`config.mk`:
```
export PLATFORM = sky130hd
export DESIGN_NAME = fir_decimator_flat
export DESIGN_NICKNAME = d
export VERILOG_FILES = /design/src/rtl/fir_decimator_if.sv /design/src/rtl/fir_decimator.sv /design/src/flat_wrapper.sv
export SDC_FILE = /design/constraint.sdc
export NUM_CORES = 1
export LEC_CHECK = 0
export ABC_CLOCK_PERIOD_IN_PS = 6000
export BUFFER_PORTS_ARGS = -buffer_cell sky130_fd_sc_hd__buf_2
export CORE_UTILIZATION = 55
export CTS_CLUSTER_SIZE = 14
export DETAILED_ROUTE_END_ITERATION = 6
export PLACE_DENSITY = 0.76
export REMOVE_ABC_BUFFERS = 1
export SYNTH_ARGS = -nofsm -noshare
export SYNTH_HDL_FRONTEND = slang
export SYNTH_SLANG_ARGS = --single-unit
```
`constraint.sdc`:
```
create_clock -name clk -period 6 [get_ports clk]
set_input_delay 1.8 -clock clk [delete_from_list [all_inputs] [get_ports clk]]
set_output_delay 1.8 -clock clk [all_outputs]
set_load 0.005 [all_outputs]
```
`src/rtl/fir_decimator_if.sv`:
```
`default_nettype none
// ============================================================================
// Module      : fir_decimator_if
// Description : Sample stream in / requantized stream out bundle for the
//               FIR decimator, plus its status outputs.
// Revision    : 1.0 - initial release
// ============================================================================
interface fir_decimator_if;
    logic signed [31:0] y_in;
    logic               y_valid;
    logic signed [15:0] s_data;
    logic               s_valid;
    logic               s_ready;
    logic               sat_seen;
    logic               drop_pulse;
    logic        [7:0]  drop_cnt;

    modport master (
        output y_in, y_valid, s_ready,
        input  s_data, s_valid, sat_seen, drop_pulse, drop_cnt
    );

    modport slave (
        input  y_in, y_valid, s_ready,
        output s_data, s_valid, sat_seen, drop_pulse, drop_cnt
    );
endinterface
`default_nettype wire

```
`src/rtl/fir_decimator.sv`:
```
`default_nettype none
// ============================================================================
// Module      : fir_decimator
// Description : Keeps every DECIM-th valid sample, rounds/saturates it to
//               16 bits and buffers it in a first-word-fall-through FIFO.
// Revision    : 1.0 - initial release
// ============================================================================
module fir_decimator #(
    parameter int DECIM = 4,
    parameter int SHIFT = 4,
    parameter int DEPTH = 4
) (
    input wire             clk,
    input wire             reset_n,
    fir_decimator_if.slave bus
);
    localparam int c_PW = (DECIM > 1) ? $clog2(DECIM) : 1;
    localparam int c_AW = $clog2(DEPTH);
    localparam int c_CW = c_AW + 1;
    localparam logic [c_PW-1:0]  c_PHASE_LAST = c_PW'(DECIM - 1);
    localparam logic signed [32:0] c_MAX = 33'sd32767;
    localparam logic signed [32:0] c_MIN = -33'sd32768;

    logic        [c_PW-1:0] r_phase;
    logic                   w_keep;
    logic signed [32:0]     w_ext;
    logic signed [32:0]     w_rq;
    logic                   w_pos;
    logic                   w_neg;
    logic signed [15:0]     w_sat_val;

    logic signed [15:0]     r_s1_data;
    logic                   r_s1_push;
    logic                   r_s1_sat;

    logic        [15:0]     r_mem [DEPTH];
    logic        [c_AW-1:0] r_wr_ptr;
    logic        [c_AW-1:0] r_rd_ptr;
    logic        [c_CW-1:0] r_count;
    logic                   w_not_empty;
    logic                   w_full;
    logic                   w_pop;
    logic                   w_wr;
    logic                   w_drop;
    logic                   r_sat_seen;
    logic        [7:0]      r_drop_cnt;

    assign w_keep = bus.y_valid && (r_phase == '0);
    assign w_ext  = {bus.y_in[31], bus.y_in};

    // 33-bit sum so the rounding offset can never wrap a full-scale input
    generate
        if (SHIFT > 0) begin : g_round
            localparam logic signed [32:0] c_HALF = 33'sd1 <<< (SHIFT - 1);
            assign w_rq = (w_ext + c_HALF) >>> SHIFT;
        end else begin : g_noround
            assign w_rq = w_ext;
        end
    endgenerate

    assign w_pos = (w_rq > c_MAX);
    assign w_neg = (w_rq < c_MIN);

    always_comb begin
        w_sat_val = w_rq[15:0];
        if (w_pos) begin
            w_sat_val = 16'sh7FFF;
        end else if (w_neg) begin
            w_sat_val = 16'sh8000;
        end
    end

    always_ff @(posedge clk or negedge reset_n) begin
        if (!reset_n) begin
            r_phase   <= '0;
            r_s1_data <= '0;
            r_s1_push <= 1'b0;
            r_s1_sat  <= 1'b0;
        end else begin
            if (bus.y_valid) begin
                r_phase <= (r_phase == c_PHASE_LAST) ? '0 : r_phase + c_PW'(1);
            end
            r_s1_push <= w_keep;
            if (w_keep) begin
                r_s1_data <= w_sat_val;
                r_s1_sat  <= w_pos | w_neg;
            end
        end
    end

    assign w_not_empty = (r_count != '0);
    assign w_full      = (r_count == c_CW'(DEPTH));
    assign w_pop       = w_not_empty && bus.s_ready;
    // A pop in the same cycle frees the slot, so a full FIFO still accepts
    assign w_wr        = r_s1_push && (!w_full || w_pop);
    assign w_drop      = r_s1_push && w_full && !w_pop;

    always_ff @(posedge clk) begin
        if (w_wr) begin
            r_mem[r_wr_ptr] <= r_s1_data;
        end
    end

    always_ff @(posedge clk or negedge reset_n) begin
        if (!reset_n) begin
            r_wr_ptr   <= '0;
            r_rd_ptr   <= '0;
            r_count    <= '0;
            r_sat_seen <= 1'b0;
            r_drop_cnt <= '0;
        end else begin
            if (w_wr) begin
                r_wr_ptr <= r_wr_ptr + c_AW'(1);
            end
            if (w_pop) begin
                r_rd_ptr <= r_rd_ptr + c_AW'(1);
            end
            case ({w_wr, w_pop})
                2'b10:   r_count <= r_count + c_CW'(1);
                2'b01:   r_count <= r_count - c_CW'(1);
                default: r_count <= r_count;
            endcase
            if (r_s1_push && r_s1_sat) begin
                r_sat_seen <= 1'b1;
            end
            if (w_drop && (r_drop_cnt != 8'hFF)) begin
                r_drop_cnt <= r_drop_cnt + 8'd1;
            end
        end
    end

    assign bus.s_valid    = w_not_empty;
    assign bus.s_data     = w_not_empty ? r_mem[r_rd_ptr] : '0;
    assign bus.sat_seen   = r_sat_seen;
    assign bus.drop_pulse = w_drop;
    assign bus.drop_cnt   = r_drop_cnt;
endmodule
`default_nettype wire

```
`src/flat_wrapper.sv`:
```
// flat-port wrapper written by rule: the top's interface ports become plain ports
module fir_decimator_flat 
#(
    parameter int DECIM = 4,
    parameter int SHIFT = 4,
    parameter int DEPTH = 4
)
  (clk, reset_n, bus_y_in, bus_y_valid, bus_s_ready, bus_s_data, bus_s_valid, bus_sat_seen, bus_drop_pulse, bus_drop_cnt);
  fir_decimator_if bus_i ();
  input wire clk;
  input wire reset_n;
  input wire logic [$bits(bus_i.y_in)-1:0] bus_y_in;
  input wire logic [$bits(bus_i.y_valid)-1:0] bus_y_valid;
  input wire logic [$bits(bus_i.s_ready)-1:0] bus_s_ready;
  output wire logic [$bits(bus_i.s_data)-1:0] bus_s_data;
  output wire logic [$bits(bus_i.s_valid)-1:0] bus_s_valid;
  output wire logic [$bits(bus_i.sat_seen)-1:0] bus_sat_seen;
  output wire logic [$bits(bus_i.drop_pulse)-1:0] bus_drop_pulse;
  output wire logic [$bits(bus_i.drop_cnt)-1:0] bus_drop_cnt;
  assign bus_i.y_in = bus_y_in;
  assign bus_i.y_valid = bus_y_valid;
  assign bus_i.s_ready = bus_s_ready;
  assign bus_s_data = bus_i.s_data;
  assign bus_s_valid = bus_i.s_valid;
  assign bus_sat_seen = bus_i.sat_seen;
  assign bus_drop_pulse = bus_i.drop_pulse;
  assign bus_drop_cnt = bus_i.drop_cnt;
  fir_decimator #(.DECIM(DECIM), .SHIFT(SHIFT), .DEPTH(DEPTH)) u_core (.clk(clk), .reset_n(reset_n), .bus(bus_i));
endmodule
```
After elaboration in Yosys (flattened, before gate mapping) --
Memories as Yosys holds them, arrays and structs flattened. Index checks and enable logic that the tools add are counted. W data, S select, Z words.
Word-level totals: memories 1, input port bits 36, flip-flop bits (word level) 36, output and inout port bits 27, memory bits (writable) 64
Cells by class: reduce and logical (&&, ||, !) cells 13, $add $sub $neg 7, mux-type cells 7, eq/ne operators 5, bitwise operators 1, order comparisons 2
Memories:
- u_core.r_mem | depth 4, width 16, read ports 1, clocked after memory_dff 0, write ports 1, RTL line fir_decimator.sv:36 | logic [15:0] r_mem [DEPTH];
Operators with widths (number):
- $mux W16 | 3
- $add A32 B5 Y33 const B | 1
- $gt A29 B16 Y1 const B | 1
- $lt A29 B16 Y1 const B | 1
- $add A8 B1 Y8 const B | 1
- $ne A8 B8 Y1 const B | 1
- $logic_and A1 B1 Y1 | 7
- $add A2 B1 Y2 const B | 3
- $pmux W3 S2 | 1
- $eq A2 B2 Y1 const B | 2
- $add A3 B1 Y3 const B | 1
- $eq A3 B3 Y1 const B | 1
- $reduce_bool A3 Y1 | 1
- $sub A3 B1 Y3 const B | 1
- $eq A2 B1 Y1 const B | 1
- $logic_not A1 Y1 | 2
- $logic_not A2 Y1 | 1
- $mux W1 | 2
- $mux W2 | 1
- $reduce_bool A2 Y1 | 1
- $logic_or A1 B1 Y1 | 1
- $or A1 B1 Y1 | 1

Logic depth before layout (Yosys ltp) --
Gate-level depths: netlist (run 1).
word-level depth 6, depth in mapped cells 10

Worst setup path before layout (run 1) --
No wires, ideal clock.
path kind in2out, start in bus_s_ready, end out bus_drop_pulse, stages 2, arrival time 2276 ps, path slack 1924 ps, cell sequence nor4b_1 -> and2_1
Between the ends: word-level cells in the longest chain between the ends 3
RTL lines:
- start: declaration | RTL line flat_wrapper.sv:14 | input wire logic [$bits(bus_i.s_ready)-1:0] bus_s_ready;
- $logic_and A1 B1 Y1 | RTL line fir_decimator.sv:93 | assign w_pop = w_not_empty && bus.s_ready;
- $logic_not A1 Y1 | RTL line fir_decimator.sv:96 | assign w_drop = r_s1_push && w_full && !w_pop;
- $logic_and A1 B1 Y1 | RTL line fir_decimator.sv:96
- end: declaration | RTL line flat_wrapper.sv:18 | output wire logic [$bits(bus_i.drop_pulse)-1:0] bus_drop_pulse;
No other way between the ends.

Worst setup path after layout (run 1) --
Ends and elaborated chain as after synthesis.

==> results of run 1 <==
-- through the flow --
stage / hold slack (ps) / setup WS [ps] / cell area (um^2) / std cells
after global placement: 435 / 1470 / 5300 / 547
final: 463 / 1510 / 5510 / 563
after detailed placement: 441 / 1410 / 5300 / 547
after global routing: 481 / 1410 / 5510 / 563
after CTS: 465 / 1490 / 5510 / 563
after floorplan: 449 / 1910 / 4850 / 377
-- sequential cells by signal, summed over array words and instances (netlist names) --
name / count
u_core.r_mem: 64
u_core.r_s1_data: 16
u_core.bus.drop_cnt: 8
u_core.r_count: 3
u_core.r_phase: 2
u_core.r_rd_ptr: 2
u_core.r_wr_ptr: 2
u_core.bus.sat_seen: 1
u_core.r_s1_push: 1
u_core.r_s1_sat: 1
-- critical path: cells and delay by family --
kind,cells,cell delay (ps)
buf+inv,2,220
simple gates,2,670
-- placed cells by master (no fill, tap or decap), drive strengths merged, types with 2 or more instances in the layout --
cell,Yosys,routed
mux2i,3,3
nor2,15,15
a21o,2,2
nand3,15,15
buf,4,62
xor2,14,14
clkbuf,12,9
xnor2,13,13
a31oi,2,2
nand4,5,5
o22ai,16,16
and4,8,8
a21oi,3,3
and2,24,24
nor3,7,7
mux4,16,16
clkinv,0,2
dfrtp,36,36
nor4,10,10
edfxtp,64,64
o32ai,3,3
or4,3,3
o21ai,37,37
or3,4,4
inv,14,17
o21a,3,3
o41ai,2,2
ha,9,9
and3,6,6
nand2,27,27
-- layer usage --
metal	global-route usage [%]	up-vias
met5	0	-
li1	-	1608
met2	37.0	78
met4	8.09	0
met1	31.1	1634
met3	3.76	10
-- cell usage after synthesis, types with 2 or more instances --
| cell | number |
|---|---|
| edfxtp_1 | 64 |
| dfrtp_1 | 36 |
| o21ai_0 | 36 |
| nand2_1 | 27 |
| and2_1 | 24 |
| mux4_2 | 16 |
| o22ai_1 | 16 |
| nand3_1 | 15 |
| nor2_1 | 15 |
| inv_1 | 14 |
| xor2_1 | 14 |
| xnor2_1 | 13 |
| clkbuf_1 | 12 |
| ha_1 | 9 |
| nor4_1 | 9 |
| and4_1 | 8 |
| nor3_1 | 7 |
| and3_1 | 6 |
| nand4_1 | 4 |
| or3_1 | 4 |
| a21oi_1 | 3 |
| buf_2 | 3 |
| mux2i_1 | 3 |
| o21a_1 | 3 |
| o32ai_1 | 3 |
| or4_1 | 3 |
| a21o_1 | 2 |
| a31oi_1 | 2 |
-- power breakdown --
group	leakage (nW)	total [W]	internal, W	switching [W]
clock	0.104	0.000437	0.000200	0.000237
sequential	0.965	0.00109	0.000925	0.000165
combinational	0.977	0.000575	0.000315	0.000260
total	2.05	0.00210	0.00144	0.000662
-- worst min-delay path by stage --
stage                        start                   to  cells past startpoint
3_3_place_gp   u_core.bus.sat_seen  u_core.bus.sat_seen                      1
3_5_place_dp   u_core.bus.sat_seen  u_core.bus.sat_seen                      1
6_report       u_core.bus.sat_seen  u_core.bus.sat_seen                      1
2_1_floorplan    u_core.r_count[2]    u_core.r_count[2]                      1
5_1_grt        u_core.bus.sat_seen  u_core.bus.sat_seen                      1
4_1_cts        u_core.bus.sat_seen  u_core.bus.sat_seen                      1
-- cells by family after synthesis --
| kind of cell | share of synthesized area [%] |
|---|---|
| simple gates | 14.9 |
| flops | 57.4 |
| compound gates | 9.54 |
| fa+ha+maj | 2.70 |
| buf+inv | 2.52 |
| xor+xnor | 4.81 |
| mux | 8.17 |
-- final cells by class --
cell class | instances | share of cell area, %
Sequential cell | 100 | 51.3
Clock buffer | 9 | 2.25
Clock inverter | 7 | 1.50
Timing Repair Buffer | 62 | 5.77
Inverter | 14 | 0.954
Multi-Input combinational cell | 263 | 35.8
Tap cell | 108 | 2.45
==> results_dict.tcl, run 1 <==
set metrics [dict create \
    worstMarginPinSlew_ps 1070 \
    grt_pass1_vias 3119 \
    grt_start_max_net_pins 38 \
    yosysWarningCount 0 \
    r2r_end "u_core.r_s1_data[2]" \
    arrival_ps 2690 \
    start_util_pct 56.7 \
    nNetsFinal 496 \
    drive_gt1_share_pct 21.5 \
    worstSetupStartpointType "primary input" \
    hold_path_class "register to register" \
    postCtsSetupBuffers 0 \
    cp_common_cell "buf_2" \
    ctsHtreeMaxLevel 3 \
    cp-end-kind "output pin" \
    crit_start "bus_s_ready" \
    io_buffers 59 \
    grt_pass1_wl_um 15700 \
    cts_resized 0 \
    fill_cells 689 \
    holdBufCountCts 0 \
    vdd_drop_max_mv 0.162 \
    synth_area_um2 4920 \
    clk_latency_ps 360 \
    r2r_slack_ps 3480 \
    critPathSlowestCell "nor4b_1" \
    drt-initial-drc-count 219 \
    synthDistinctLibCells 50 \
    cts_tree "yes" \
    drv_cap 0 \
    routabilityCongestion 0.908 \
    worstPathCellList "buf_2 > nor4b_1 > and2_1 > buf_2" \
    dieArea_um2 9320 \
    die_x_um 96.6 \
    routed_wl_um 9720 \
    antenna_found_initial 0 \
    worstPathRequired_ps 4200 \
    yosysTopAreaCellShare_pct 39.1 \
    area_delta_synth_final_pct 12.0 \
    dr.pass1.iters 4 \
    grt_remaining_overflow 0 \
    synth_edf_count 64 \
    ys_seq_area_share_pct 57.4 \
    dp_hpwl_um 6980 \
    endpoint "bus_drop_pulse" \
    synth_top_flop_cell "edfxtp_1" \
    r2r_cells 9 \
    vias 3330 \
    fin_setup_tns_ps 0 \
    wl_met1_um 4570 \
    hold_violations 0 \
    vias_per_cell 5.91 \
    cts-buffers-inserted 9 \
    p_per_area_nw_per_um2 382 \
    path_clk_slew_ps 100 \
    route.met2.wl_um 4670 \
    synthArstFlopShare_pct 36.0 \
    wl_per_cell_um 17.3 \
    routed.top_layer "met4" \
    path_max_fanout 3 \
    seqCellArea_um2 2820 \
    critPathKind "primary input to output pin" \
    worstReg2RegStart "u_core.r_phase[0]" \
    leakagePower_nw 2.05 \
    period_needed_ps 4490 \
    utilization_pct 63.5 \
    syn_area_per_cell_um2 12.5 \
    post-route-drc-count 0 \
    grt_setup_unrepaired "no" \
    setup_viol_count_final 0 \
    diodes 0 \
    yosysTopAreaCell "edfxtp_1" \
    met3_length_um 298 \
    grtUsageTotal_pct 22.8 \
    ys_ff_latch 100 \
    ant_nets 0 \
    fmax_ghz 0.223 \
    cts_root_buf "clkbuf_8" \
    fin_crit_sh_pct 74.9 \
    syn_inst 393 \
    slew_headroom_pct 28.7 \
    fin_skew_ps 15.9 \
    coreArea_um2 8680 \
    multi_input_area_um2 1970 \
    fp.dieH_um 96.6 \
    placementRows 34 \
    drv_slew 0 \
    total_power_w 0.00210 \
    clkSinkCount 100 \
    cts.path.max_buffers 2 \
    status "completed" \
    ys_top_cells_by_area "edfxtp_1, dfrtp_1, mux4_2, o21ai_0, and2_1" \
    cpPeakStageDelay_ps 430 \
    io_pins 63 \
]
No activity file was read; power rests on OpenSTA's default activity.
==> inputs of run 2 (changes only) <==
- ABC_CLOCK_PERIOD_IN_PS: 6000 -> 3900
- CORE_UTILIZATION: 55 -> 52
- clock period: 6 -> 3.9 ns (I/O delays scaled with it)
==> results_dict.tcl, run 2 (same netlist as run 1, synthesis figures left out) <==
set metrics [dict create \
    status "completed" \
    cts-buffers-inserted 9 \
    wl_per_cell_um 17.1 \
    post-place-cells 556 \
    critPathBufInv 2 \
    dieArea_um2 9850 \
    top_register "u_core.r_mem" \
    hold_path_class "register to register" \
    fin_setup_tns_ps 0 \
    postCtsSetupBuffers 0 \
    antenna_found_initial 0 \
    path_max_fanout 16 \
    clk_latency_ps 350 \
    worstPathCellList "buf_2 > nand3_1 > or4_1 > nor4_1 > xor2_1 > a2111o_1 > nor4_4 > buf_4 > o22ai_1" \
    place_area_um2 5350 \
    power.switching_w 0.00101 \
    leakagePower_nw 2.09 \
    placementRows 35 \
    total_power_w 0.00335 \
    vdd_drop_max_mv 0.272 \
    io_pins 63 \
    worstSetupStartpointType "primary input" \
    vias_per_cell 5.92 \
    endpoint "u_core.r_s1_data[4]" \
    worstReg2RegStart "u_core.r_count[0]" \
    drv_cap 0 \
    io_buffers 59 \
    cp-end-kind "register" \
    r2r_slack_ps 1590 \
    cpPeakStageDelay_ps 600 \
    hold_slack_ps 461 \
    r2r_cells 9 \
    fp.dieH_um 99.3 \
    fill_cells 770 \
    cp_top_family "simple AND/OR/NAND/NOR gates" \
    routabilityCongestion 0.826 \
    critPathSlowestCell "or4_1" \
    coreArea_um2 9200 \
    post-route-cell-area_um2 5590 \
    switching_share_pct 30.1 \
    power.internal_w 0.00235 \
    dr.pass1.iters 5 \
    grt_start_max_net_pins 37 \
    p_comb_share_pct 28.2 \
    fmax_ghz 0.310 \
    mostFrequentLayoutCell "edfxtp_1" \
    drv_slew 0 \
    diodes 0 \
    setup_viol_count_final 0 \
    worstMarginPinSlew_ps 865 \
    drive_gt1_share_pct 22.3 \
    die_x_um 99.3 \
    hold_violations 0 \
    critPathKind "primary input to register" \
    area_delta_synth_final_pct 13.7 \
    grt_pass1_wl_um 16400 \
    ctsHtreeMaxLevel 3 \
    drt-initial-drc-count 186 \
    start_util_pct 53.5 \
    path_clk_slew_ps 100 \
    cts_tree "yes" \
    routed_wl_um 9760 \
    holdBufCountCts 0 \
    grt_remaining_overflow 0 \
    r2r_end "u_core.r_count[2]" \
    grtUsageTotal_pct 21.5 \
    cts.path.max_buffers 2 \
    clkSinkCount 100 \
    layout_common_cells "edfxtp_1, buf_2, o21ai_0, dfrtp_1, nand2_1" \
    grt_setup_unrepaired "no" \
    clockPowerShare_pct 23.4 \
    nNetsFinal 502 \
    vias 3384 \
    arrival_ps 3450 \
    path_depth 9 \
    post-route-drc-count 0 \
    p_per_area_nw_per_um2 600 \
    crit_start "bus_y_in[11]" \
    slew_headroom_pct 42.3 \
    fin_skew_ps 15.8 \
    cts_root_buf "clkbuf_8" \
    fin_crit_sh_pct 82.8 \
    ant_nets 0 \
    cts_resized 0 \
    worstPathRequired_ps 4120 \
    dp_hpwl_um 6960 \
    fin_cells 572 \
    period_needed_ps 3230 \
    p_seq_share_pct 48.3 \
    holdPathStages 1 \
    largest_reg_flops 64 \
    grt_pass1_vias 3307 \
]
[run 2: changes by cell type in the layout (fill, tap and decap cells not counted), sizes merged]
cell / previous run / this run
clkinv: 2 / 1
buf: 62 / 68
bufinv: 1 / 3
inv: 17 / 16
[run 2: worst reg2reg max path, stage by stage, from the launching register on]
cell and delay [ps]:
dfrtp_1 430, nor4b_1 460, nor2b_1 230, inv_1 100, ha_1 180, inv_1 60
fa_1 370, xor2_1 150, nor2_1 110, xor2_1 160
[run 2: worst min-delay path by stage]
stage,start,endpoint
5_1_grt,u_core.bus.sat_seen,u_core.bus.sat_seen
6_report,u_core.bus.sat_seen,u_core.bus.sat_seen
3_3_place_gp,u_core.bus.sat_seen,u_core.bus.sat_seen
4_1_cts,u_core.bus.sat_seen,u_core.bus.sat_seen
2_1_floorplan,u_core.r_count[2],u_core.r_count[2]
3_5_place_dp,u_core.bus.sat_seen,u_core.bus.sat_seen
[run 2: area by class of cell]
cell class	count	area (um^2)	share of cell area [%]
multi-input cells	263	1970	35.2
inverters	14	52.6	0.939
clock inverters	7	121	2.17
repair buffers	68	363	6.49
clock buffers	9	124	2.21
well taps	111	139	2.48
flip-flops and latches	100	2820	50.5
[run 2: metrics by stage]
step           setup WS [ps]  utilization, %
2_1_floorplan            444               -
3_3_place_gp             363            58.2
3_5_place_dp             329            58.2
4_1_cts                  689            60.8
5_1_grt                  523            60.8
6_report                 670            60.8
[run 2: metal layers]
| layer | track usage [%] | wire length [um] | up-vias |
|---|---|---|---|
| met2 | 35.6 | 4900 | 102 |
| met3 | 3.72 | 495 | 6 |
| met1 | 29.4 | 4260 | 1657 |
| met4 | 6.79 | 91 | 0 |
| met5 | 0 | 0 | - |
| li1 | - | - | 1619 |
[run 2: power groups by stage]
stage	sequential [W]	combinational, W	clock, W
after global routing	0.00166	0.00107	0.000838
final	0.00162	0.000946	0.000786
after CTS	0.00163	0.000966	0.000798
after global placement	0.00162	0.000918	0
after detailed placement	0.00165	0.000962	0
after floorplan	0.00161	0.000610	0
